===== src/rtl/mac_seq_pkg.sv =====
// Shared types and widths for the mac8 sequencer.
package mac_seq_pkg;

  localparam int ACC_W     = 32;
  localparam int OP_W      = 8;
  localparam int CNT_W_DEF = 16;

  typedef enum logic [2:0] {
    IDLE,
    CLEAR,
    RUN,
    DRAIN,
    OUTPUT
  } mac_seq_state_e;

endpackage


===== src/rtl/mac_seq_ctrl_if.sv =====
// Job, operand, mac8 and result signals of the sequencer.
// slave = controller side, master = environment (fetch buffers, mac8, consumer).
interface mac_seq_ctrl_if
  import mac_seq_pkg::*;
#(
  parameter int CNT_W = CNT_W_DEF
) ();

  logic                    start;
  logic [CNT_W-1:0]        cfg_k;
  logic                    busy;
  logic                    op_valid;
  logic                    op_ready;
  logic signed [OP_W-1:0]  op_a;
  logic signed [OP_W-1:0]  op_b;
  logic signed [OP_W-1:0]  mac_a;
  logic signed [OP_W-1:0]  mac_b;
  logic                    mac_en;
  logic                    mac_clr;
  logic signed [ACC_W-1:0] mac_acc;
  logic                    res_valid;
  logic                    res_ready;
  logic signed [ACC_W-1:0] res_data;
  logic                    done;
  logic [ACC_W-1:0]        perf_stall_cnt;

  modport slave (
    input  start, cfg_k, op_valid, op_a, op_b, mac_acc, res_ready,
    output busy, op_ready, mac_a, mac_b, mac_en, mac_clr,
           res_valid, res_data, done, perf_stall_cnt
  );

  modport master (
    output start, cfg_k, op_valid, op_a, op_b, mac_acc, res_ready,
    input  busy, op_ready, mac_a, mac_b, mac_en, mac_clr,
           res_valid, res_data, done, perf_stall_cnt
  );

endinterface


===== src/rtl/mac_seq_ctrl.sv =====
// Sequencer for one mac8: CLEAR, stream K operand pairs, DRAIN, hand off result.
// Optional stall counter enabled by defining MAC_SEQ_PERF_EN.
module mac_seq_ctrl
  import mac_seq_pkg::*;
#(
  parameter int CNT_W = CNT_W_DEF
) (
  input  logic                 clk,
  input  logic                 rst,
  mac_seq_ctrl_if.slave        bus
);

  mac_seq_state_e          r_state;
  mac_seq_state_e          w_next;
  logic [CNT_W-1:0]        r_count;
  logic [CNT_W-1:0]        r_k;
  logic signed [ACC_W-1:0] r_res_data;
  logic                    w_xfer;
  logic                    w_last;

  assign w_xfer = (r_state == RUN) && bus.op_valid;
  assign w_last = (r_count == r_k - CNT_W'(1));

  // NOTE: state and data registers use non-blocking assignments so every
  // flop samples pre-edge values regardless of process ordering.
  always_ff @(posedge clk or posedge rst) begin
    if (rst) begin
      r_state <= IDLE;
    end else begin
      r_state <= w_next;
    end
  end

  // NOTE: w_next gets its default before the case so no path infers a latch.
  always_comb begin
    w_next = r_state;
    case (r_state)
      IDLE:    if (bus.start) w_next = CLEAR;
      CLEAR:   w_next = (r_k == '0) ? DRAIN : RUN;
      RUN:     if (w_xfer && w_last) w_next = DRAIN;
      DRAIN:   w_next = OUTPUT;
      OUTPUT:  if (bus.res_ready) w_next = IDLE;
      default: w_next = IDLE;
    endcase
  end

  always_ff @(posedge clk or posedge rst) begin
    if (rst) begin
      r_count    <= '0;
      r_k        <= '0;
      r_res_data <= '0;
    end else begin
      if (r_state == IDLE && bus.start) r_k <= bus.cfg_k;
      if (r_state == CLEAR) begin
        r_count <= '0;
      end else if (w_xfer) begin
        r_count <= r_count + CNT_W'(1);
      end
      // mac8 has absorbed the final pair by the DRAIN cycle
      if (r_state == DRAIN) r_res_data <= bus.mac_acc;
    end
  end

  assign bus.busy      = (r_state != IDLE);
  assign bus.op_ready  = (r_state == RUN);
  assign bus.mac_clr   = (r_state == CLEAR);
  assign bus.mac_en    = w_xfer;
  assign bus.mac_a     = w_xfer ? bus.op_a : '0;
  assign bus.mac_b     = w_xfer ? bus.op_b : '0;
  assign bus.res_valid = (r_state == OUTPUT);
  assign bus.res_data  = r_res_data;
  assign bus.done      = (r_state == OUTPUT) && bus.res_ready;

`ifdef MAC_SEQ_PERF_EN
  logic [ACC_W-1:0] r_perf_stall_cnt;
  logic             w_stall;

  assign w_stall = ((r_state == RUN) && !bus.op_valid) ||
                   ((r_state == OUTPUT) && !bus.res_ready);

  always_ff @(posedge clk or posedge rst) begin
    if (rst) begin
      r_perf_stall_cnt <= '0;
    end else if (w_stall && (r_perf_stall_cnt != '1)) begin
      r_perf_stall_cnt <= r_perf_stall_cnt + ACC_W'(1);
    end
  end

  assign bus.perf_stall_cnt = r_perf_stall_cnt;
`else
  assign bus.perf_stall_cnt = '0;
`endif

endmodule

===== src/flat_wrapper.sv =====
// flat-port wrapper written by rule: the top's interface ports become plain ports
module mac_seq_ctrl_flat import mac_seq_pkg::*;
#(
  parameter int CNT_W = CNT_W_DEF
)
  (clk, rst, bus_start, bus_cfg_k, bus_op_valid, bus_op_a, bus_op_b, bus_mac_acc, bus_res_ready, bus_busy, bus_op_ready, bus_mac_a, bus_mac_b, bus_mac_en, bus_mac_clr, bus_res_valid, bus_res_data, bus_done, bus_perf_stall_cnt);
  mac_seq_ctrl_if #(.CNT_W(CNT_W)) bus_i ();
  input  logic clk;
  input  logic rst;
  input wire logic [$bits(bus_i.start)-1:0] bus_start;
  input wire logic [$bits(bus_i.cfg_k)-1:0] bus_cfg_k;
  input wire logic [$bits(bus_i.op_valid)-1:0] bus_op_valid;
  input wire logic [$bits(bus_i.op_a)-1:0] bus_op_a;
  input wire logic [$bits(bus_i.op_b)-1:0] bus_op_b;
  input wire logic [$bits(bus_i.mac_acc)-1:0] bus_mac_acc;
  input wire logic [$bits(bus_i.res_ready)-1:0] bus_res_ready;
  output wire logic [$bits(bus_i.busy)-1:0] bus_busy;
  output wire logic [$bits(bus_i.op_ready)-1:0] bus_op_ready;
  output wire logic [$bits(bus_i.mac_a)-1:0] bus_mac_a;
  output wire logic [$bits(bus_i.mac_b)-1:0] bus_mac_b;
  output wire logic [$bits(bus_i.mac_en)-1:0] bus_mac_en;
  output wire logic [$bits(bus_i.mac_clr)-1:0] bus_mac_clr;
  output wire logic [$bits(bus_i.res_valid)-1:0] bus_res_valid;
  output wire logic [$bits(bus_i.res_data)-1:0] bus_res_data;
  output wire logic [$bits(bus_i.done)-1:0] bus_done;
  output wire logic [$bits(bus_i.perf_stall_cnt)-1:0] bus_perf_stall_cnt;
  assign bus_i.start = bus_start;
  assign bus_i.cfg_k = bus_cfg_k;
  assign bus_i.op_valid = bus_op_valid;
  assign bus_i.op_a = bus_op_a;
  assign bus_i.op_b = bus_op_b;
  assign bus_i.mac_acc = bus_mac_acc;
  assign bus_i.res_ready = bus_res_ready;
  assign bus_busy = bus_i.busy;
  assign bus_op_ready = bus_i.op_ready;
  assign bus_mac_a = bus_i.mac_a;
  assign bus_mac_b = bus_i.mac_b;
  assign bus_mac_en = bus_i.mac_en;
  assign bus_mac_clr = bus_i.mac_clr;
  assign bus_res_valid = bus_i.res_valid;
  assign bus_res_data = bus_i.res_data;
  assign bus_done = bus_i.done;
  assign bus_perf_stall_cnt = bus_i.perf_stall_cnt;
  mac_seq_ctrl #(.CNT_W(CNT_W)) u_core (.clk(clk), .rst(rst), .bus(bus_i));
endmodule

===== config.mk =====
export PLATFORM = sky130hd
export DESIGN_NAME = mac_seq_ctrl_flat
export DESIGN_NICKNAME = d
export VERILOG_FILES = /design/src/rtl/mac_seq_pkg.sv /design/src/rtl/mac_seq_ctrl_if.sv /design/src/rtl/mac_seq_ctrl.sv /design/src/flat_wrapper.sv
export SDC_FILE = /design/constraint.sdc
export NUM_CORES = 1
export LEC_CHECK = 0
export BUFFER_PORTS_ARGS = -buffer_cell sky130_fd_sc_hd__buf_2
export CAP_MARGIN = 20
export CORE_MARGIN = 3
export CORE_UTILIZATION = 30
export DETAILED_ROUTE_END_ITERATION = 6
export GPL_TIMING_DRIVEN = 1
export HOLD_SLACK_MARGIN = 0.1
export PLACE_DENSITY = 0.61
export SYNTH_ARGS = -nofsm -noshare
export SYNTH_HDL_FRONTEND = slang
export SYNTH_SLANG_ARGS = --single-unit

===== constraint.sdc =====
create_clock -name clk -period 4.7 [get_ports clk]
set_input_delay 0.47 -clock clk [delete_from_list [all_inputs] [get_ports clk]]
set_output_delay 0.47 -clock clk [all_outputs]
set_load 0.02 [all_outputs]

; ---- After elaboration in Yosys (flattened, before gate mapping)
; Cells that the tools add are included.
[totals]
output_inout_bits = 86
ff_bits = 67
elab_cells = 32
in_bits = 69
[op_classes]
n_mux = 9
reduce_logical = 9
n_addsub = 2
n_eq_ne = 8
[ops]
columns = cell, n
row1 = 16-bit 2-to-1 mux, 2
row2 = 16-bit by 1-bit adder with 16-bit output (second input constant), 1
row3 = 16-bit == test, 1
row4 = 16-bit logical NOT, 1
row5 = 8-bit 2-to-1 mux, 2
row6 = 16-bit by 1-bit subtractor with 16-bit output (second input constant), 1
row7 = 3-bit one-hot mux with 5 select lines, 1
row8 = 3-bit 2-to-1 mux, 3
row9 = 3-bit by 2-bit == test with 1-bit output (second input constant), 2
row10 = 1-bit logical AND, 4
row11 = 2-bit inequality test (second input constant), 2
row12 = 3-bit by 1-bit == test with 1-bit output (second input constant), 1
row13 = 3-bit == test (second input constant), 1
row14 = 3-bit logical NOT, 1
row15 = 3-bit AND reduction, 1
row16 = 3-bit nonzero test, 1
row17 = 2-bit by 1-bit inequality test with 1-bit output (second input constant), 1
row18 = 2-bit nonzero test, 1
row19 = 1-bit 2-to-1 mux, 1

; ---- Longest topological paths before layout
; Gate-level depths: netlist of the first run.
[depth]
depth_word = 5
depth_mapped = 8
depth_no_buf = 8

; ---- Worst setup path before layout of the first run
; OpenSTA, ideal clock, no wires.
[synth_path]
path_kind = reg-to-reg
from = register u_core.r_state[1]
to = register u_core.r_k[2]
path_slack_ns = 2.586
required_time_ns = 4.575
period_less_slack_ns = 2.114
n_path_buf = 2
arrival_time_ns = 1.989
setup_ns = 0.125
path_stages_with_launch = 6
cell_sequence = dfrtp_1 -> clkbuf_1 -> or3_1 -> nor2_2 -> clkbuf_1 -> mux2_2
[synth_between]
elab_chain_cells = 2
[synth_rtl]
columns = element, line_no
row1 = start: declaration, mac_seq_ctrl.sv:13  ; mac_seq_state_e r_state;
row2 = start signal: assignment, mac_seq_ctrl.sv:30  ; r_state <= w_next;
row3 = 3-bit logical NOT, mac_seq_ctrl.sv:53  ; if (r_state == IDLE && bus.start) r_k <= bus.cfg_k;
row4 = 1-bit logical AND, mac_seq_ctrl.sv:53
row5 = end signal: assignment, mac_seq_ctrl.sv:53
row6 = end: declaration, mac_seq_ctrl.sv:16  ; logic [CNT_W-1:0] r_k;
; Every way passes these cells.
; A chain may end at the register's enable or synchronous reset.

; ---- Final worst setup path of the first run
[layout_path]
from = register u_core.r_k[2]
to = register u_core.r_state[0]
[layout_between]
elab_chain_cells = 5
word_cells_on_any_way = 8
[layout_rtl]
columns = element, line_no
row1 = 16-bit by 1-bit subtractor with 16-bit output, mac_seq_ctrl.sv:22  ; assign w_last = (r_count == r_k - CNT_W'(1));
row2 = 16-bit == test, mac_seq_ctrl.sv:22
row3 = 1-bit logical AND, mac_seq_ctrl.sv:40  ; RUN: if (w_xfer && w_last) w_next = DRAIN;
row4 = 2-bit by 1-bit inequality test with 1-bit output (no source line), -
row5 = 3-bit AND reduction (no source line), -
; Several ways; a longest one is shown, not always the timed one.

==> summary.txt, run 1 <==
Cells and area
  – Final non-filler cell total: between 600 and 700
  – Utilization after layout: roughly two fifths
  – Layout cell share with drive strength beyond 1: 42.6%
  – Ant diodes: 0
  – Layout filler cell count: roughly 1,200
  – Final Cell Area: roughly 4600 um^2
  – Area growth from synthesis to layout: 25.3%
  – Total Nets Final: ~530

Detailed routing
  – Drc violations: 0
  – Drt first pass iters: 4
  – Starting DRT DRC Count: 89
  – Total wire length: between 8 and 9 mm
  – Drt wl/cell: ~14 um
  – Via count: 2,785
  – Routed Antenna Nets: 0
  – Vias per inst: approximately 4.6

Critical path
  – CP Max Fanout: 9
  – RR Startpoint: u_core.r_k[2]$_DFFE_PP0P_
  – CP arrival: between 2000 and 3000 ps
  – RR Endpoint: u_core.r_state[0]$_DFFE_PP0P_
  – Crit path required time: between 4000 and 5000 ps
  – WS Path Type: flip-flop to flip-flop
  – Worst path slowest cell: nor4_1
  – R2R depth: 6
  – CP startpoint kind: flip-flop
  – Reg2Reg Setup Slack: ~2300 ps
  – CP endpoint kind: flip-flop
  – Crit-path max cell delay: 840 ps
  – CP cell instances: nor4_1 > nand4b_1 > xnor2_1 > mux2i_1 > a21oi_1 > o31ai_1

STA
  – Unrepaired setup endpoints after global routing: no
  – Slew of the pin with the lowest slew margin: between 900 and 1000 ps
  – Final period util: between 50% and 60%
  – Hold WS: about 350 ps
  – Final worst slack: 2290 ps
  – Max Fclk: about 410 MHz
  – Hold Vio Cnt, Final: 0
  – Final Max Tran Viols: 0
  – Endpoints failing setup: 0
  – Setup TNS: 0 ps
  – Relative slew slack: 36.8%
  – Clk_skew: between 8 and 9 ps
  – Tmin final: approximately 2400 ps

Global route
  – Initial antenna violation count: 0
  – Global Route Usage Sum: between 10% and 20%
  – Maximum number of pins on one net before global-route repair: 68
  – Grt ovf: 0
  – First-pass GRT wire length: 13.5 mm
  – Vias in the first global route: between 2,000 and 3,000

Place
  – Cell total after placement: ~590
  – GP Congestion: approximately 0.8
  – Post-detail-place hpwl: 6.56 mm
  – I/O Buffers: about 120
  – Post-DP Area: between 4000 and 5000 um^2
  – Setup WS pre-CTS: 2310 ps

Run status
  – Status: finished, final reports clean

Synthesis
  – Share of synthesized registers carrying an async set or reset: between 90% and 100%
  – Number of synthesized flops with an enable pin: 0
  – Seq/Total Area, Yosys: between 40% and 50%
  – Synth Warn #: 0
  – Leading area contributor after synthesis: dfrtp_1
  – Netlist cell types: between 40 and 50
  – Ys flop type: dfrtp_1
  – Synth Instances: ~340
  – Largest cells by area after synthesis: dfrtp_1 46%, mux2_2 14%, buf_4 6.8%
  – Synth Area per Inst: 10.8 um^2
  – Number of synthesized register bits: 67
  – Syn Std Cell Area: about 3700 um^2
  – Synth top area share: a little under half

Clocking
  – # H-tree levels: 3
  – Cts repair resizes: 0
  – CTS hold repair buffers: 0
  – CTS Buffer Depth: 2
  – Num CTS Buffers: 9
  – Root buf cell: clkbuf_16
  – Clk slew on worst S/H paths: 50 ps
  – Postcts setup bufs: 0
  – Clk_lat worst skew: between 300 and 400 ps
  – TritonCTS clock tree: done
  – Clk sinks: 67

Power and ir drop
  – Pwr per Cell Area: around 630 nW/um^2
  – Total chip power: 2.90 mW
  – Leakage: 2.18 nW
  – Maximum vdd drop: 0.218 mV

Die
  – Die Ht: between 100 and 150 um
  – Core area: about 12,000 um^2
  – Initial core utilization: a little under a third
  – Row Count: 39
  – I/O Pins: between 150 and 200
  – Die area: between 10,000 and 15,000 um^2
  – DIE WIDTH: between 100 and 150 um

Hold path
  – Hold EP: u_core.r_k[1]$_DFFE_PP0P_
  – HP Class: primary input to flip-flop
  – Hold Path Depth: 3
  – HP Start: bus_cfg_k[1]

Job
  – Max-cap viol count: 0
[layout make-up]
class / instances / area (um^2) / area share [%]
multi-input combinational: 249 / 1770 / 38.6
sequential: 67 / 1680 / 36.6
timing repair buffer: 125 / 633 / 13.8
clock buffer: 11 / 253 / 5.52
tap: 143 / 179 / 3.91
clock inverter: 5 / 37.5 / 0.820
inverter: 8 / 30.0 / 0.656
[how the worst max path moves through the flow]
stage                                    from                            endpoint  slack (ps)  cells after the start
CTS                 u_core.r_k[0]$_DFFE_PP0P_       u_core.r_state[0]$_DFFE_PP0P_        2290                      8
finish              u_core.r_k[2]$_DFFE_PP0P_       u_core.r_state[0]$_DFFE_PP0P_        2290                      6
global placement    u_core.r_k[0]$_DFFE_PP0P_       u_core.r_state[0]$_DFFE_PP0P_        2420                      8
global route        u_core.r_k[2]$_DFFE_PP0P_       u_core.r_state[0]$_DFFE_PP0P_        2120                      6
detailed placement  u_core.r_k[0]$_DFFE_PP0P_       u_core.r_state[0]$_DFFE_PP0P_        2310                      8
floorplan                                 rst  u_core.bus.res_data[0]$_DFFE_PP0P_        2550                      1
[cells in the mapped netlist, types with 3 or more instances]
cell type and number:
nor2_1 24, or3_1 5, a21oi_1 8, and2_1 18
o21ai_0 11, clkbuf_1 11, dfrtp_1 67, mux2_2 45
nor3_1 6, buf_4 33, nand3_1 7, ha_1 3
nand2_1 16, nand3b_1 3, inv_1 8, nand4_1 6
mux2i_1 4, xor2_1 14, xnor2_1 18
[logic make-up after synthesis]
group                      synth area share (%)
AOI/OAI and AO/OA                          4.66
xor gates and xnor gates                   7.67
adders and majority gates                  1.03
buffers and inverters                      9.04
DFF                                        45.9
muxes                                      15.0
other                                     0.103
and+or+nand+nor                            16.7
[sequential cells by signal (all words and copies together) (netlist names)]
name and flops:
u_core.bus.res_data 32, u_core.r_count 16, u_core.r_k 16, u_core.r_state 3
[layer usage]
metal,track usage (%),vias to the layer above,share of wire [%]
met4,3.09,0,1.2
met3,3.52,7,5.0
met2,21.3,79,52
li1,-,1337,-
met5,0,-,0
met1,16.0,1362,41
[critical path: cells and delay by family (launching register included)]
family | cells | cell delay (ps)
simple gates | 2 | 1160
flops | 1 | 460
compound gates | 2 | 350
xor+xnor | 1 | 200
mux | 1 | 140
[cells in the final DEF (no fill, tap or decap), drive strengths merged, types with 2 or more instances in the layout]
| master | instances |
|---|---|
| o21ai | 11 |
| dfrtp | 67 |
| xor2 | 14 |
| nor2b | 2 |
| nor3 | 6 |
| ha | 3 |
| nor4b | 2 |
| nand2b | 2 |
| nand3b | 3 |
| clkinv | 3 |
| and4bb | 2 |
| nand4 | 6 |
| mux2i | 4 |
| clkinvlp | 2 |
| buf | 125 |
| mux2 | 45 |
| clkbuf | 11 |
| nand3 | 7 |
| nor2 | 25 |
| a21oi | 8 |
| and2 | 18 |
| conb | 32 |
| or3 | 5 |
| nor4 | 4 |
| xnor2 | 18 |
| nor3b | 2 |
| and3 | 2 |
| inv | 8 |
| nand2 | 16 |
[where the power goes]
part	internal (mW)	leakage (nW)	total, mW	switching [mW]
registers	0.813	0.823	1.03	0.217
logic	0.551	1.22	1.23	0.678
clock network	0.386	0.138	0.636	0.250
total	1.75	2.18	2.90	1.15
Power figures use the tool's default switching activity.
==> run 2: changes to the inputs <==
--- a/config.mk
+++ b/config.mk
@@ -5,6 +5,7 @@
 export SDC_FILE = /design/constraint.sdc
 export NUM_CORES = 1
 export LEC_CHECK = 0
+export ABC_AREA = 1
 export BUFFER_PORTS_ARGS = -buffer_cell sky130_fd_sc_hd__buf_2
 export CAP_MARGIN = 20
 export CORE_MARGIN = 3
==> constraint.sdc (replaced) <==
create_clock -name clk -period 2.5 [get_ports clk]
set_input_delay 0.25 -clock clk [delete_from_list [all_inputs] [get_ports clk]]
set_output_delay 0.25 -clock clk [all_outputs]
set_load 0.02 [all_outputs]
==> summary.txt, run 2 <==
Critical path
  – CP cell instances: inv_1 > ha_1 > nand2_2 > nor2_1 > nand2_1 > nand3_1 > nand2_1 > nor3_1 > nand3_1 > nand2_1 > nand2_1 > nor2_1
  – Largest delay share family, worst path: simple AND/OR/NAND/NOR gates
  – CP startpoint kind: flip-flop
  – Top cell by count, worst path: nand2_1
  – RR Startpoint: u_core.r_k[0]$_DFFE_PP0P_
  – Crit path from: u_core.r_k[0]$_DFFE_PP0P_
  – R2R depth: 12
  – Cell depth of the worst setup path: 12
  – Reg2Reg Setup Slack: 570 ps
  – RR Endpoint: u_core.r_state[0]$_DFFE_PP0P_
  – Worst path slowest cell: dfrtp_1
  – Crit-path max cell delay: roughly 400 ps
  – CP Max Fanout: 5
  – CP endpoint: u_core.r_state[0]$_DFFE_PP0P_
  – WP buf/inv: 1
  – WS Path Type: flip-flop to flip-flop
  – Crit path required time: ~2800 ps
  – CP endpoint kind: flip-flop
  – CP arrival: 2200 ps

Hold path
  – HP Class: primary input to flip-flop

Clocking
  – Cts repair resizes: 0
  – # H-tree levels: 3
  – Clk_lat worst skew: roughly 340 ps
  – CTS Buffer Depth: 2
  – TritonCTS clock tree: done
  – Num CTS Buffers: 9
  – Clk slew on worst S/H paths: approximately 60 ps
  – Clk sinks: 67
  – Root buf cell: clkbuf_16

Detailed routing
  – DR WL met2: roughly 4.3 mm
  – Via count: 3,310
  – Drt wl/cell: between 10 and 15 um
  – Total wire length: 9.56 mm
  – Drt first pass iters: 5
  – Met3 wire len: between 1 and 1.5 mm
  – Starting DRT DRC Count: 146
  – Uppermost routed layer: met4
  – Met1 Routed Length: around 4.1 mm
  – Routed Antenna Nets: 0
  – Vias per inst: 4.38
  – Drc violations: 0

STA
  – Setup TNS: 0 ps
  – Max Fclk: 517 MHz
  – Endpoints failing setup: 0
  – Tmin final: 1930 ps
  – Final Max Tran Viols: 0
  – Unrepaired setup endpoints after global routing: no
  – Hold Vio Cnt, Final: 0
  – Clk_skew: approximately 5.7 ps
  – Final period util: between 70% and 80%

Cells and area
  – Layout cell share with drive strength beyond 1: 33.0%
  – Area growth from synthesis to layout: 25.3%
  – Most frequent cells in the layout: 122 x buf_2, 78 x nand2_1, 67 x dfrtp_1
  – Total Nets Final: between 600 and 700
  – Ant diodes: 0
  – Layout filler cell count: around 1,200
  – Final non-filler cell total: approximately 760
  – Commonest non-fill, non-tap cell in the layout: buf_2
  – Final Cell Area: between 4000 and 5000 um^2
  – Number of flip-flops in the largest register: 32

Die
  – Die area: between 10,000 and 15,000 um^2
  – Die Ht: about 120 um
  – Core area: around 12,000 um^2
  – DIE WIDTH: 119 um
  – Initial core utilization: 31.4%
  – I/O Pins: approximately 160
  – Row Count: 40

Synthesis
  – Number of synthesized register bits: 67
  – Ys flop type: dfrtp_1
  – Syn Std Cell Area: just under 4000 um^2
  – Synth top area share: a little over two fifths
  – Seq/Total Area, Yosys: around 44%
  – Share of synthesized registers carrying an async set or reset: 100%
  – Largest cells by area after synthesis: dfrtp_1 44%, mux2_2 11%, nand2_1 7.6%
  – Synth Area per Inst: around 8.4 um^2
  – Netlist cell types: 34
  – Top-count cell post-synth: nand2_1
  – Synth Warn #: 0
  – Number of synthesized flops with an enable pin: 0
  – Synth cell count leaders: 78 x nand2_1, 67 x dfrtp_1, 66 x nor2_1
  – Leading area contributor after synthesis: dfrtp_1
  – Synth Instances: between 400 and 500

Power and ir drop
  – Maximum vdd drop: roughly 0.6 mV
  – Pwr per Cell Area: 1110 nW/um^2
  – Total chip power: approximately 5.4 mW
  – Leakage: between 2 and 3 nW

Job
  – Max-cap viol count: 0

Run status
  – Status: finished, final reports clean

Global route
  – Global Route Usage Sum: between 10% and 20%
  – First-pass GRT wire length: approximately 16 mm
  – Grt ovf: 0
  – Maximum number of pins on one net before global-route repair: 68
  – Vias in the first global route: ~3,300
  – Initial antenna violation count: 0

Place
  – GP Congestion: 0.866
  – Post-detail-place hpwl: between 7 and 8 mm
  – I/O Buffers: roughly 120
  – Post-DP Area: between 4000 and 5000 um^2
  – Cell total after placement: 739
-- run 2: cell types whose count changed after synthesis, sizes merged, moves of 8 or more --
cell    before  now
nor2        25   69
nand3        7   25
a21oi        8   19
nand2       16   82
and2        18    1
xnor2       18    2
inv          8   60
mux2        45   37
clkbuf      11    3
-- run 2: power by group --
part	leakage (nW)	switching, mW	internal (mW)
sequential	0.811	0.318	1.52
clock	0.134	0.469	0.762
combinational	1.59	1.41	0.896
total	2.54	2.20	3.18
-- run 2: layout make-up --
class	instances	area [um^2]	share of cell area, %
flip-flops and latches	67	1680	34.8
clock buffers	10	229	4.75
inverters	60	230	4.78
multi-input cells	319	1760	36.6
well taps	168	210	4.36
clock inverters	5	55.1	1.14
repair buffers	126	656	13.6
-- run 2: cells by family (layout without fill, tap and decap cells) --
logic type,after synthesis,after routing,share of synthesized area (%)
flops,67,67,43.6
buf+inv,102,201,13.6
other cells,1,32,0.0975
fa+ha+maj,3,3,0.976
mux,37,37,10.8
simple gates,196,196,22.8
compound gates,39,39,5.40
xor+xnor,12,12,2.73
-- run 2: stage by stage --
step / util [%] / hold WS (ps) / setup slack, ps
global route: 39.3 / 130 / 264
floorplan: - / 401 / 567
detailed placement: 36.9 / 359 / 556
finish: 39.3 / 141 / 565
CTS: 39.3 / 130 / 542
global placement: 36.9 / 348 / 650
-- run 2: worst min-delay path by stage --
stage	end	slack, ps	depth (start not counted)	from
floorplan	u_core.bus.res_data[0]$_DFFE_PP0P_	400	1	bus_mac_acc[0]
detailed placement	u_core.bus.res_data[18]$_DFFE_PP0P_	360	3	rst
CTS	u_core.bus.res_data[12]$_DFFE_PP0P_	130	2	bus_mac_acc[12]
finish	u_core.bus.res_data[12]$_DFFE_PP0P_	140	2	bus_mac_acc[12]
global placement	u_core.bus.res_data[7]$_DFFE_PP0P_	350	3	rst
global route	u_core.bus.res_data[19]$_DFFE_PP0P_	130	2	bus_mac_acc[19]
-- run 2: routing by layer --
metal / track usage (%) / vias to the layer above
li1: - / 1642
met1: 16.5 / 1511
met2: 21.8 / 148
met3: 6.08 / 9
met4: 4.85 / 0
met5: 0 / -
-- run 2: timing repair --
action	4_1_cts	5_1_grt
hold buffers	1	0
endpoints found under the hold margin	67	0
buffers inserted	0	0
